[config.mk]
export PLATFORM = sky130hd
export DESIGN_NAME = td4_prog_mem
export DESIGN_NICKNAME = d
export VERILOG_FILES = /design/src/rtl/td4_prog_mem.sv
export SDC_FILE = /design/constraint.sdc
export NUM_CORES = 1
export LEC_CHECK = 0
export CAP_MARGIN = 5
export CELL_PAD_IN_SITES_DETAIL_PLACEMENT = 0
export CELL_PAD_IN_SITES_GLOBAL_PLACEMENT = 2
export CORE_ASPECT_RATIO = 0.9
export CORE_MARGIN = 3
export CORE_UTILIZATION = 43
export DETAILED_ROUTE_END_ITERATION = 8
export PLACE_DENSITY = 0.82
export SYNTH_ARGS = -nofsm -noshare
export SYNTH_HDL_FRONTEND = slang
export SYNTH_SLANG_ARGS = --single-unit
[constraint.sdc]
create_clock -name clk -period 8.9 [get_ports clk]
set_clock_uncertainty 0.15 [all_clocks]
set_input_delay 1.78 -clock clk [delete_from_list [all_inputs] [get_ports clk]]
set_output_delay 1.78 -clock clk [all_outputs]
set_load 0.005 [all_outputs]
[src/rtl/td4_prog_mem.sv]
// TD4 program memory: 16x8 store loaded byte-wise, padded with BLANK_WORD, then read combinationally in RUN.
// Optional running checksum of written words when TD4_PROG_CHECKSUM_EN is defined; otherwise checksum is 8'h00.
module td4_prog_mem #(
    parameter logic [7:0] BLANK_WORD = 8'h00
) (
    input  logic       clk,
    input  logic       rst,
    input  logic       ld_start,
    input  logic       ld_valid,
    input  logic [7:0] ld_data,
    input  logic       ld_end,
    output logic       ld_ready,
    input  logic [3:0] addr,
    output logic [7:0] inst,
    output logic       run,
    output logic [4:0] ld_cnt,
    output logic [7:0] checksum
);

    localparam logic [1:0] ST_IDLE = 2'd0;
    localparam logic [1:0] ST_LOAD = 2'd1;
    localparam logic [1:0] ST_FILL = 2'd2;
    localparam logic [1:0] ST_RUN  = 2'd3;

    logic [1:0] state_q, state_d;
    logic [3:0] wptr_q, wptr_d;
    logic [4:0] cnt_q, cnt_d;
    logic [4:0] cnt_after;
    logic [7:0] mem_q [16];
    logic       we;
    logic [7:0] wdat;

    always_comb begin
        state_d   = state_q;
        wptr_d    = wptr_q;
        cnt_d     = cnt_q;
        we        = 1'b0;
        wdat      = BLANK_WORD;
        cnt_after = cnt_q + {4'd0, ld_valid};
        if (ld_start) begin
            state_d = ST_LOAD;
            wptr_d  = 4'd0;
            cnt_d   = 5'd0;
        end else begin
            case (state_q)
                ST_LOAD: begin
                    if (ld_valid) begin
                        we     = 1'b1;
                        wdat   = ld_data;
                        wptr_d = wptr_q + 4'd1;
                        cnt_d  = cnt_after;
                    end
                    // A same-cycle byte counts before deciding between RUN and FILL.
                    if (cnt_after == 5'd16) begin
                        state_d = ST_RUN;
                    end else if (ld_end) begin
                        state_d = ST_FILL;
                    end
                end
                ST_FILL: begin
                    we     = 1'b1;
                    wptr_d = wptr_q + 4'd1;
                    cnt_d  = cnt_q + 5'd1;
                    if (cnt_q == 5'd15) begin
                        state_d = ST_RUN;
                    end
                end
                default: ;
            endcase
        end
    end

    always_ff @(posedge clk or posedge rst) begin
        if (rst) begin
            state_q <= ST_IDLE;
            wptr_q  <= 4'd0;
            cnt_q   <= 5'd0;
            for (int i = 0; i < 16; i++) begin
                mem_q[i] <= BLANK_WORD;
            end
        end else begin
            state_q <= state_d;
            wptr_q  <= wptr_d;
            cnt_q   <= cnt_d;
            if (we) begin
                mem_q[wptr_q] <= wdat;
            end
        end
    end

`ifdef TD4_PROG_CHECKSUM_EN
    logic [7:0] csum_q, csum_d;

    always_comb begin
        csum_d = csum_q;
        if (ld_start) begin
            csum_d = 8'h00;
        end else if (we) begin
            csum_d = csum_q + wdat;
        end
    end

    always_ff @(posedge clk or posedge rst) begin
        if (rst) begin
            csum_q <= 8'h00;
        end else begin
            csum_q <= csum_d;
        end
    end

    assign checksum = csum_q;
`else
    assign checksum = 8'h00;
`endif

    assign ld_ready = (state_q == ST_LOAD);
    assign run      = (state_q == ST_RUN);
    assign ld_cnt   = cnt_q;
    assign inst     = (state_q == ST_RUN) ? mem_q[addr] : BLANK_WORD;

endmodule

==> qor.csv, run 1 <==
metric,value,unit
diodes inserted,0,
Die Y,125,um
FMAX,0.167,GHz
Post-CTS Setup Repair Bufs,0,
critical path class,input port to primary output,
root buffer cell,clkbuf_16,
Vias,4646,
Mapped Area,6760,um^2
worst path required time,6970,ps
Avg WL per Cell,19.2,um
peak supply drop,147,uV
vias in the first global route,4658,
CTS tree,built,
Most used DFF post-synth,dfrtp_1,
top-level I/O count,40,
Post-synth EDFFs,0,
Syn. warnings,0,
first-pass GRT wire length,26700,um
overall power,0.00161,W
final WL,16300,um
Crit-path slowest cell,clkdlybuf4s50_1,
Clock Latency Late Sink,410,ps
max_slew headroom,39.6,%
clock buffer depth,2,
Die W,138,um
RSZ-0062 raised after global routing,no,
Clock power frac,47.0,%
fill count,1396,
CP cell instances,clkdlybuf4s50_1 -> nor2b_1 -> a221oi_1 -> o21ai_0 -> nand2_1 -> clkdlybuf4s50_1,
Die ar.,17300,um^2
grt ovf,0,
Int Power,0.00121,W
mux cell area share after synthesis,12.1,%
IO Port Bufs,31,
Initial DRC Count,299,
P_sw,0.000401,W
synthesized instance count,624,
fraction of layout cells with a size suffix above 1,11.2,%
total track usage,19.9,%
Final Max Slew Viols,0,
Critical Path AT,4070,ps
Yosys reg bits,139,
Post-Synth XOR/XNOR Area,0.388,%
LEAKAGE,3.33,nW
actual slew at the worst max-slew pin,906,ps
post-CTS sizing,0,
First-pass DRT Iterations,5,
Most Frequent Cell on Critical Path,clkdlybuf4s50_1,
Site Rows,42,
clock sinks,139,
Crit path largest cell delay,890,ps
Comb power frac,11.2,%
cts bufs inserted,17,
Seq pwr share,41.8,%
Layout Nets,666,
Max-cap violations,0,
CTS Hold Bufs,0,
DRC viols,0,
synthesized area per cell,10.8,um^2
crit path time final,6000,ps
share of flip-flops with an asynchronous set or reset,100,%
Pwr per Cell Area,211,nW/um^2
area growth from synthesis to layout,13.1,%
final hold viol count,0,
clock slew at reported path FFs,60,ps
post-synthesis sequential area ratio,51.4,%
Sw Ratio,24.9,%
initial core utilization,45.0,%
CP Max Fanout,12,
"delay-heaviest family, CP",buffers and inverters,
largest family of logic cells by synthesized area,simple AND/OR/NAND/NOR gates,
Final period util,67.4,%
CP Buf/Inv Count,2,
number of distinct library cells after synthesis,46,
Antenna Nets Post-Route,0,
status,"complete, no violations",
final setup fails,0,
largest net degree at the start of global routing,72,
vias per cell,5.48,
RePlAce Congestion,0.766,
initial antenna violation count,0,
Hold Path Class,flip-flop to flip-flop,
core area,15000,um^2
CP Launch Type,input port,
H-tree depth,4,
Setup TNS,0,ps
post-synthesis simple-gate area fraction,14.9,%
Post-Synth Adder-Cell Area,2.03,%
Compound-Gate Fraction of Synth Area,13.3,%
crit path capture type,primary output,
DP HPWL,10800,um
flip-flops by register name, summed over array words and instances, names as in the netlist:
name and count:
ld_cnt 5, state_q 2, wptr_q 4, mem_q 128
worst min-delay path, cell delays in order, from the launching register on:
cell     delay (ps)
dfrtp_1         340
nand2_1          40
o21ai_0          60
synth_stat cells, drive strengths merged (2+ instances only):
master / n / area (um^2)
nand4: 18 / 263
nand2b: 4 / 25.0
o22ai: 2 / 12.5
o21ai: 138 / 691
a21oi: 8 / 40.0
nand2: 149 / 559
xor2: 3 / 26.3
buf: 36 / 309
ha: 11 / 138
nor3: 4 / 20.0
mux2i: 20 / 200
inv: 8 / 30.0
a221oi: 7 / 61.3
and3: 2 / 12.5
clkbuf: 10 / 48.8
and2b: 2 / 16.3
dfrtp: 139 / 3480
mux4: 25 / 586
mux2: 3 / 33.8
a22oi: 8 / 60.1
nor2: 15 / 66.3
worst paths after layout:
kind / startpoint / to / slack [ps] / depth (start not counted)
worst max-delay path: addr[3] / inst[3] / 2900 / 6
worst max register to register: state_q[0]$_DFFE_PP0P_ / mem_q[105]$_DFFE_PP0P_ / 6050 / 5
worst min-delay path: mem_q[49]$_DFFE_PP0P_ / mem_q[49]$_DFFE_PP0P_ / 330 / 2
min in group asynchronous: rst / mem_q[2]$_DFFE_PP0P_ / 1680 / 2
max in group asynchronous: rst / mem_q[102]$_DFFE_PP0P_ / 5600 / 3
worst min register to register: mem_q[49]$_DFFE_PP0P_ / mem_q[49]$_DFFE_PP0P_ / 330 / 2
layout make-up:
class                      instances  area (um^2)  share of cell area, %
clock buffer                      21          470                   6.15
clock inverter                    10          165                   2.16
inverter                           8         35.0                  0.458
multi-input combinational        438         2920                   38.2
sequential                       139         3480                   45.5
tap                              198          248                   3.24
timing repair buffer              34          328                   4.29
placed cells by master, fill, tap and decap left out, drive strengths merged, types with 2 or more instances in the layout:
cell type and count:
nand4 18, clkdlybuf4s50 30, a21oi 8, dfrtp 139, buf 4, and3 2
clkinv 3, inv 8, nand2b 4, nor3 4, nand2 149, o21ai 138
mux2i 20, o22ai 2, xor2 3, nor2 15, a22oi 8, clkbuf 21
ha 11, mux4 25, a221oi 7, bufinv 4, conb 8, clkinvlp 3
and2b 2, mux2 3
power by group through the flow:
stage          combinational [W]  clock, W  sequential [W]
6_report                0.000180  0.000756        0.000674
5_1_grt                 0.000203  0.000794        0.000677
4_1_cts                 0.000184  0.000769        0.000674
3_5_place_dp            0.000183         0        0.000685
3_3_place_gp            0.000180         0        0.000684
2_1_floorplan           0.000143         0        0.000681
metal layers:
metal  share of wire [%]  global-route usage, %
met1                  46                   27.7
met2                  48                   31.5
met3                 4.5                   4.62
met5                   0                      0
met4                 1.4                   5.81
through the flow:
| stage | instances | util [%] | cell area (um^2) | worst slack (ps) | hold slack [ps] |
|---|---|---|---|---|---|
| after CTS | 848 | 50.9 | 7650 | 2910 | 327 |
| after global placement | 817 | 46.7 | 7010 | 2900 | 306 |
| after floorplan | 631 | - | 6790 | 3250 | 291 |
| final | 848 | 50.9 | 7650 | 2900 | 327 |
| after global routing | 848 | 50.9 | 7650 | 2700 | 350 |
| after detailed placement | 817 | 46.7 | 7010 | 2920 | 315 |
kinds of logic after synthesis:
| logic type | after synthesis |
|---|---|
| muxes | 48 |
| and+or+nand+nor | 201 |
| buffers and inverters | 54 |
| AOI/OAI and AO/OA | 167 |
| xor gates and xnor gates | 3 |
| adders and majority gates | 11 |
| other | 1 |
| DFF | 139 |
(Power assumes the default switching activity.)
==> run 2, diff against run 1 <==
- CORE_UTILIZATION: 43 -> 36
- PLACE_DENSITY: 0.82 -> 0.73
- clock period: 8.9 -> 5 ns (I/O delays scaled with it)
==> run 2 against run 1 <==
Net effect:
- first-iteration DRC count shrank 14%
- cell area grew 1.4%
- non-clock buffer count rose by 9
- register-to-register slack got worse by 3400 ps
- count of clock-buffer cells in the layout is 1 lower
- critical path type unchanged
- combinational power rose by 83%
- total power grew 74%
- setup slack got worse by 2200 ps
- utilization decreased by 7.9 points
- clock power up 68%
- largest power group unchanged
- critical endpoint is now inst[4]
- routed wire length is 0.45% lower
- critical path depth is the same
==> qor.csv, run 2 (same netlist as run 1, synthesis figures left out) <==
metric,value,unit,change
total track usage,17.1,%,was 19.9%
critical path class,input port to primary output,,unchanged
initial antenna violation count,0,,unchanged
DRC viols,0,,unchanged
largest net degree at the start of global routing,94,,was 72
vias in the first global route,4497,,was 4658
"commonest non-fill, non-tap cell in the layout",nand2_1,,unchanged
Register Area,3480,um^2,unchanged
post-CTS sizing,0,,unchanged
Final Max Slew Viols,0,,unchanged
Vias,4546,,was 4646
Clock Latency Late Sink,410,ps,about the same
Post-CTS Setup Repair Bufs,0,,unchanged
peak supply drop,171,uV,was 147 uV
Hold Worst Slack,321,ps,was 327 ps
CP Max Fanout,21,,was 12
vias per cell,5.05,,was 5.48
CTS tree,built,,unchanged
metal1 wirelength,8030,um,was 7490 um
worst path required time,3850,ps,was 6970 ps
RSZ-0062 raised after global routing,no,,unchanged
top-level I/O count,40,,unchanged
LEAKAGE,3.37,nW,was 3.33 nW
status,"complete, no violations",,unchanged
max_slew headroom,42.0,%,was 39.6%
Antenna Nets Post-Route,0,,unchanged
max FFs per register,128,,unchanged
cts bufs inserted,17,,unchanged
CP Buf/Inv Count,3,,was 2
Avg WL per Cell,18.0,um,was 19.2 um
FMAX,0.232,GHz,
CTS Hold Bufs,0,,unchanged
Crit-path slowest cell,mux4_2,,was clkdlybuf4s50_1
root buffer cell,clkbuf_16,,unchanged
RePlAce Congestion,0.776,,was 0.766
IO Port Bufs,31,,unchanged
grt ovf,0,,unchanged
diodes inserted,0,,unchanged
"delay-heaviest family, CP",buffers and inverters,,unchanged
met3 WL,422,um,was 737 um
Hold Path Class,flip-flop to flip-flop,,unchanged
most frequent cells in the layout,"149 x nand2_1, 139 x dfrtp_1, 123 x o21ai_0",,unchanged
fill count,1704,,was 1396
Site Rows,46,,was 42
clock sinks,139,,unchanged
core area,18000,um^2,was 15000 um^2
Largest Register,mem_q,,unchanged
first-pass GRT wire length,26500,um,was 26700 um
final setup fails,0,,unchanged
Setup TNS,0,ps,unchanged
Max-cap violations,0,,unchanged
top routing layer in use,met4,,unchanged
CP cell instances,clkdlybuf4s50_1 -> buf_12 -> mux4_2 -> a22oi_1 -> nand2_1 -> clkdlybuf4s50_1,,was clkdlybuf4s50_1 -> nor2b_1 -> a221oi_1 -> o21ai_0 -> nand2_1 -> clkdlybuf4s50_1
area growth from synthesis to layout,14.6,%,was 13.1%
actual slew at the worst max-slew pin,870,ps,was 906 ps
clock slew at reported path FFs,60,ps,about the same
footprint of the multi-input gates,2920,um^2,unchanged
crit path time final,4310,ps,
Initial DRC Count,256,,was 299
met2 wire length,7620,um,was 7810 um
H-tree depth,4,,unchanged
Crit path largest cell delay,530,ps,was 890 ps
CP Launch Type,input port,,unchanged
Pwr per Cell Area,361,nW/um^2,was 211 nW/um^2
Most Frequent Cell on Critical Path,clkdlybuf4s50_1,,unchanged
Worst Reg-to-Reg Cells,6,,was 5
First-pass DRT Iterations,4,,was 5
final WL,16200,um,was 16300 um
Die ar.,20500,um^2,was 17300 um^2
crit path capture type,primary output,,unchanged
final hold viol count,0,,unchanged
Layout Nets,675,,was 666
Die Y,136,um,was 125 um
clock buffer depth,2,,unchanged
post-layout util,43.0,%,was 50.9%
initial core utilization,37.5,%,was 45.0%
Die W,150,um,was 138 um
Stages on worst setup path,6,,unchanged
DP HPWL,11000,um,was 10800 um
hold path depth,2,,unchanged
fraction of layout cells with a size suffix above 1,12.4,%,was 11.2%
Critical Path AT,3160,ps,was 4070 ps
Final period util,86.2,%,
==> run 2: cell types whose count changed in the layout (fill, tap and decap cells not counted), sizes merged <==
cell      previous run  this run
bufinv               4         3
clkbuf              21        20
clkinv               3         7
buf                  4        13
clkinvlp             3         2
==> run 2: per-layer routing <==
metal	vias up	global-route usage [%]
li1	2242	-
met1	2247	24.3
met2	48	26.7
met3	9	4.23
met4	0	3.96
met5	-	0
==> run 2: metrics by stage <==
stage | setup WS (ps) | std cells | cell area (um^2) | power (W)
floorplan | 125 | 631 | 6790 | 0.00147
global placement | 708 | 868 | 7160 | 0.00155
detailed placement | 713 | 868 | 7160 | 0.00155
CTS | 707 | 900 | 7750 | 0.00283
global route | 579 | 900 | 7750 | 0.00292
finish | 690 | 900 | 7750 | 0.00280
==> run 2: final timing paths <==
path	from	to	slack (ps)
worst max-delay path	addr[0]	inst[4]	690
max in group asynchronous	rst	mem_q[96]$_DFFE_PP0P_	2800
worst max register to register	state_q[0]$_DFFE_PP0P_	mem_q[41]$_DFFE_PP0P_	2640
worst min register to register	mem_q[13]$_DFFE_PP0P_	mem_q[13]$_DFFE_PP0P_	320
min in group asynchronous	rst	mem_q[52]$_DFFE_PP0P_	1000
worst min-delay path	mem_q[13]$_DFFE_PP0P_	mem_q[13]$_DFFE_PP0P_	320
==> run 2: area by class of cell <==
class,count,share of cell area (%)
clock buffer,20,5.76
timing repair buffer,43,5.42
tap,240,3.87
multi-input combinational,438,37.7
clock inverter,12,1.90
inverter,8,0.452
sequential,139,44.9
==> run 2: power breakdown <==
group,leakage [nW],internal [W],switching [W],total [W]
sequential,1.93,0.00117,0.0000301,0.00120
combinational,1.15,0.000118,0.000212,0.000329
clock,0.290,0.000794,0.000477,0.00127
==> run 2: worst min-delay path, stage by stage, from the launching register on <==
cell     delay (ps)
dfrtp_1         330
nand2_1          40
o21ai_0          60
==> run 3, diff against run 2 <==
- PLACE_DENSITY: 0.73 -> 0.79
- RECOVER_POWER: not set -> 25
==> run 3 against run 2 <==
Net effect:
- the run now ends with max-capacitance violations, max-slew violations left
- sequential cell count unchanged
- first-iteration DRC count up 38%
- utilization up 0.097 points
- setup slack worse by 68 ps
- register-to-register slack worse by 410 ps
- clock power up 6%
- cell area up 0.23%
- cell count up 0.11%
- critical path depth up 1
- largest power group unchanged
- highest routed layer unchanged
==> qor.csv, run 3 (same netlist as run 1, synthesis figures left out) <==
metric,value,unit,change
Site Rows,46,,unchanged
Pwr per Cell Area,369,nW/um^2,was 361 nW/um^2
final setup fails,0,,unchanged
largest net degree at the start of global routing,75,,was 94
actual slew at the worst max-slew pin,2820,ps,was 870 ps
failing checks,"max-capacitance violations, max-slew violations",,
placed instance count,869,,was 868
status,finished with violations,,"was complete, no violations"
max FFs per register,128,,unchanged
critical path class,input port to primary output,,unchanged
LEAKAGE,3.38,nW,was 3.37 nW
Final period util,87.6,%,was 86.2%
diodes inserted,0,,unchanged
Layout Nets,676,,was 675
worst path required time,3850,ps,about the same
clock slew at reported path FFs,60,ps,about the same
Largest Register,mem_q,,unchanged
CTS tree,built,,unchanged
CTS Hold Bufs,0,,unchanged
fraction of layout cells with a size suffix above 1,12.6,%,was 12.4%
Hold Path Class,flip-flop to flip-flop,,unchanged
Die Y,136,um,unchanged
clock buffer depth,2,,unchanged
DRC viols,0,,unchanged
crit path capture type,primary output,,unchanged
max_slew headroom,-87.8,%,was 42.0%
first-pass GRT wire length,26000,um,was 26500 um
DP HPWL,11100,um,was 11000 um
Final Max Slew Viols,75,,was 0
Die ar.,20500,um^2,unchanged
"commonest non-fill, non-tap cell in the layout",nand2_1,,unchanged
final WL,16200,um,about the same
core area,18000,um^2,unchanged
total track usage,17.0,%,was 17.1%
Critical Path AT,3230,ps,was 3160 ps
most frequent cells in the layout,"149 x nand2_1, 139 x dfrtp_1, 123 x o21ai_0",,unchanged
Avg WL per Cell,18.0,um,about the same
final hold viol count,0,,unchanged
FMAX,0.228,GHz,was 0.232 GHz
Die W,150,um,unchanged
crit path time final,4380,ps,was 4310 ps
Clock Latency Late Sink,420,ps,was 410 ps
grt ovf,0,,unchanged
root buffer cell,clkbuf_16,,unchanged
area growth from synthesis to layout,14.9,%,was 14.6%
Setup TNS,0,ps,unchanged
CP Launch Type,input port,,unchanged
Post-CTS Setup Repair Bufs,0,,unchanged
First-pass DRT Iterations,5,,was 4
cts bufs inserted,17,,unchanged
Max-cap violations,1,,was 0
IO Port Bufs,31,,unchanged
initial antenna violation count,0,,unchanged
H-tree depth,4,,unchanged
vias per cell,5.12,,was 5.05
CP Max Fanout,8,,was 21
vias in the first global route,4534,,was 4497
overall power,0.00287,W,was 0.00280 W
post-CTS sizing,0,,unchanged
top-level I/O count,40,,unchanged
initial core utilization,37.5,%,unchanged
Antenna Nets Post-Route,0,,unchanged
Vias,4615,,was 4546
peak supply drop,176,uV,was 171 uV
Initial DRC Count,352,,was 256
Finished Layout Cells,901,,was 900
clock sinks,139,,unchanged
RePlAce Congestion,0.797,,was 0.776
RSZ-0062 raised after global routing,no,,unchanged
==> run 3: worst max-delay path, stage by stage <==
cell and delay (ps):
clkdlybuf4s50_1 700, buf_4 230, nor2b_1 420, a221oi_1 170, o21ai_0 130, nand2_1 110
clkdlybuf4s50_1 460
==> run 3: metrics by stage <==
step	setup WS, ps	hold slack, ps	cell area, um^2	utilization, %
5_1_grt	391	347	7770	43.1
6_report	622	323	7770	43.1
3_3_place_gp	596	304	7140	39.6
2_1_floorplan	125	291	6790	-
3_5_place_dp	573	316	7140	39.6
4_1_cts	571	328	7770	43.1
==> run 3: metal layers <==
layer | up-vias | share of wire [%] | GRT usage [%]
li1 | 2238 | - | -
met1 | 2282 | 46 | 22.7
met2 | 76 | 50 | 27.4
met3 | 19 | 2.8 | 3.47
met4 | 0 | 1.6 | 6.05
met5 | - | 0 | 0
==> run 3: worst paths after layout <==
kind                                         from  depth (start not counted)                      to  slack (ps)
min in group asynchronous                     rst                          2   mem_q[38]$_DFFE_PP0P_        1860
max in group asynchronous                     rst                          2   mem_q[79]$_DFFE_PP0P_        1190
hold reg to reg            mem_q[100]$_DFFE_PP0P_                          2  mem_q[100]$_DFFE_PP0P_         320
setup / recovery                          addr[3]                          7                 inst[7]         620
hold / removal             mem_q[100]$_DFFE_PP0P_                          2  mem_q[100]$_DFFE_PP0P_         320
setup reg to reg           state_q[0]$_DFFE_PP0P_                          5  mem_q[120]$_DFFE_PP0P_        2230
==> run 3: final cells by class <==
class	count	area (um^2)
Clock buffer	18	439
Clock inverter	14	195
Sequential cell	139	3480
Timing Repair Buffer	44	403
Tap cell	240	300
Inverter	8	30.0
Multi-Input combinational cell	438	2920
Fill cell	1685	10200
==> run 3: where the power goes <==
group          switching, W  leakage [nW]  internal (W)
registers         0.0000315          1.93       0.00117
clock network      0.000493         0.299      0.000849
logic              0.000214          1.15      0.000114
total              0.000739          3.38       0.00213
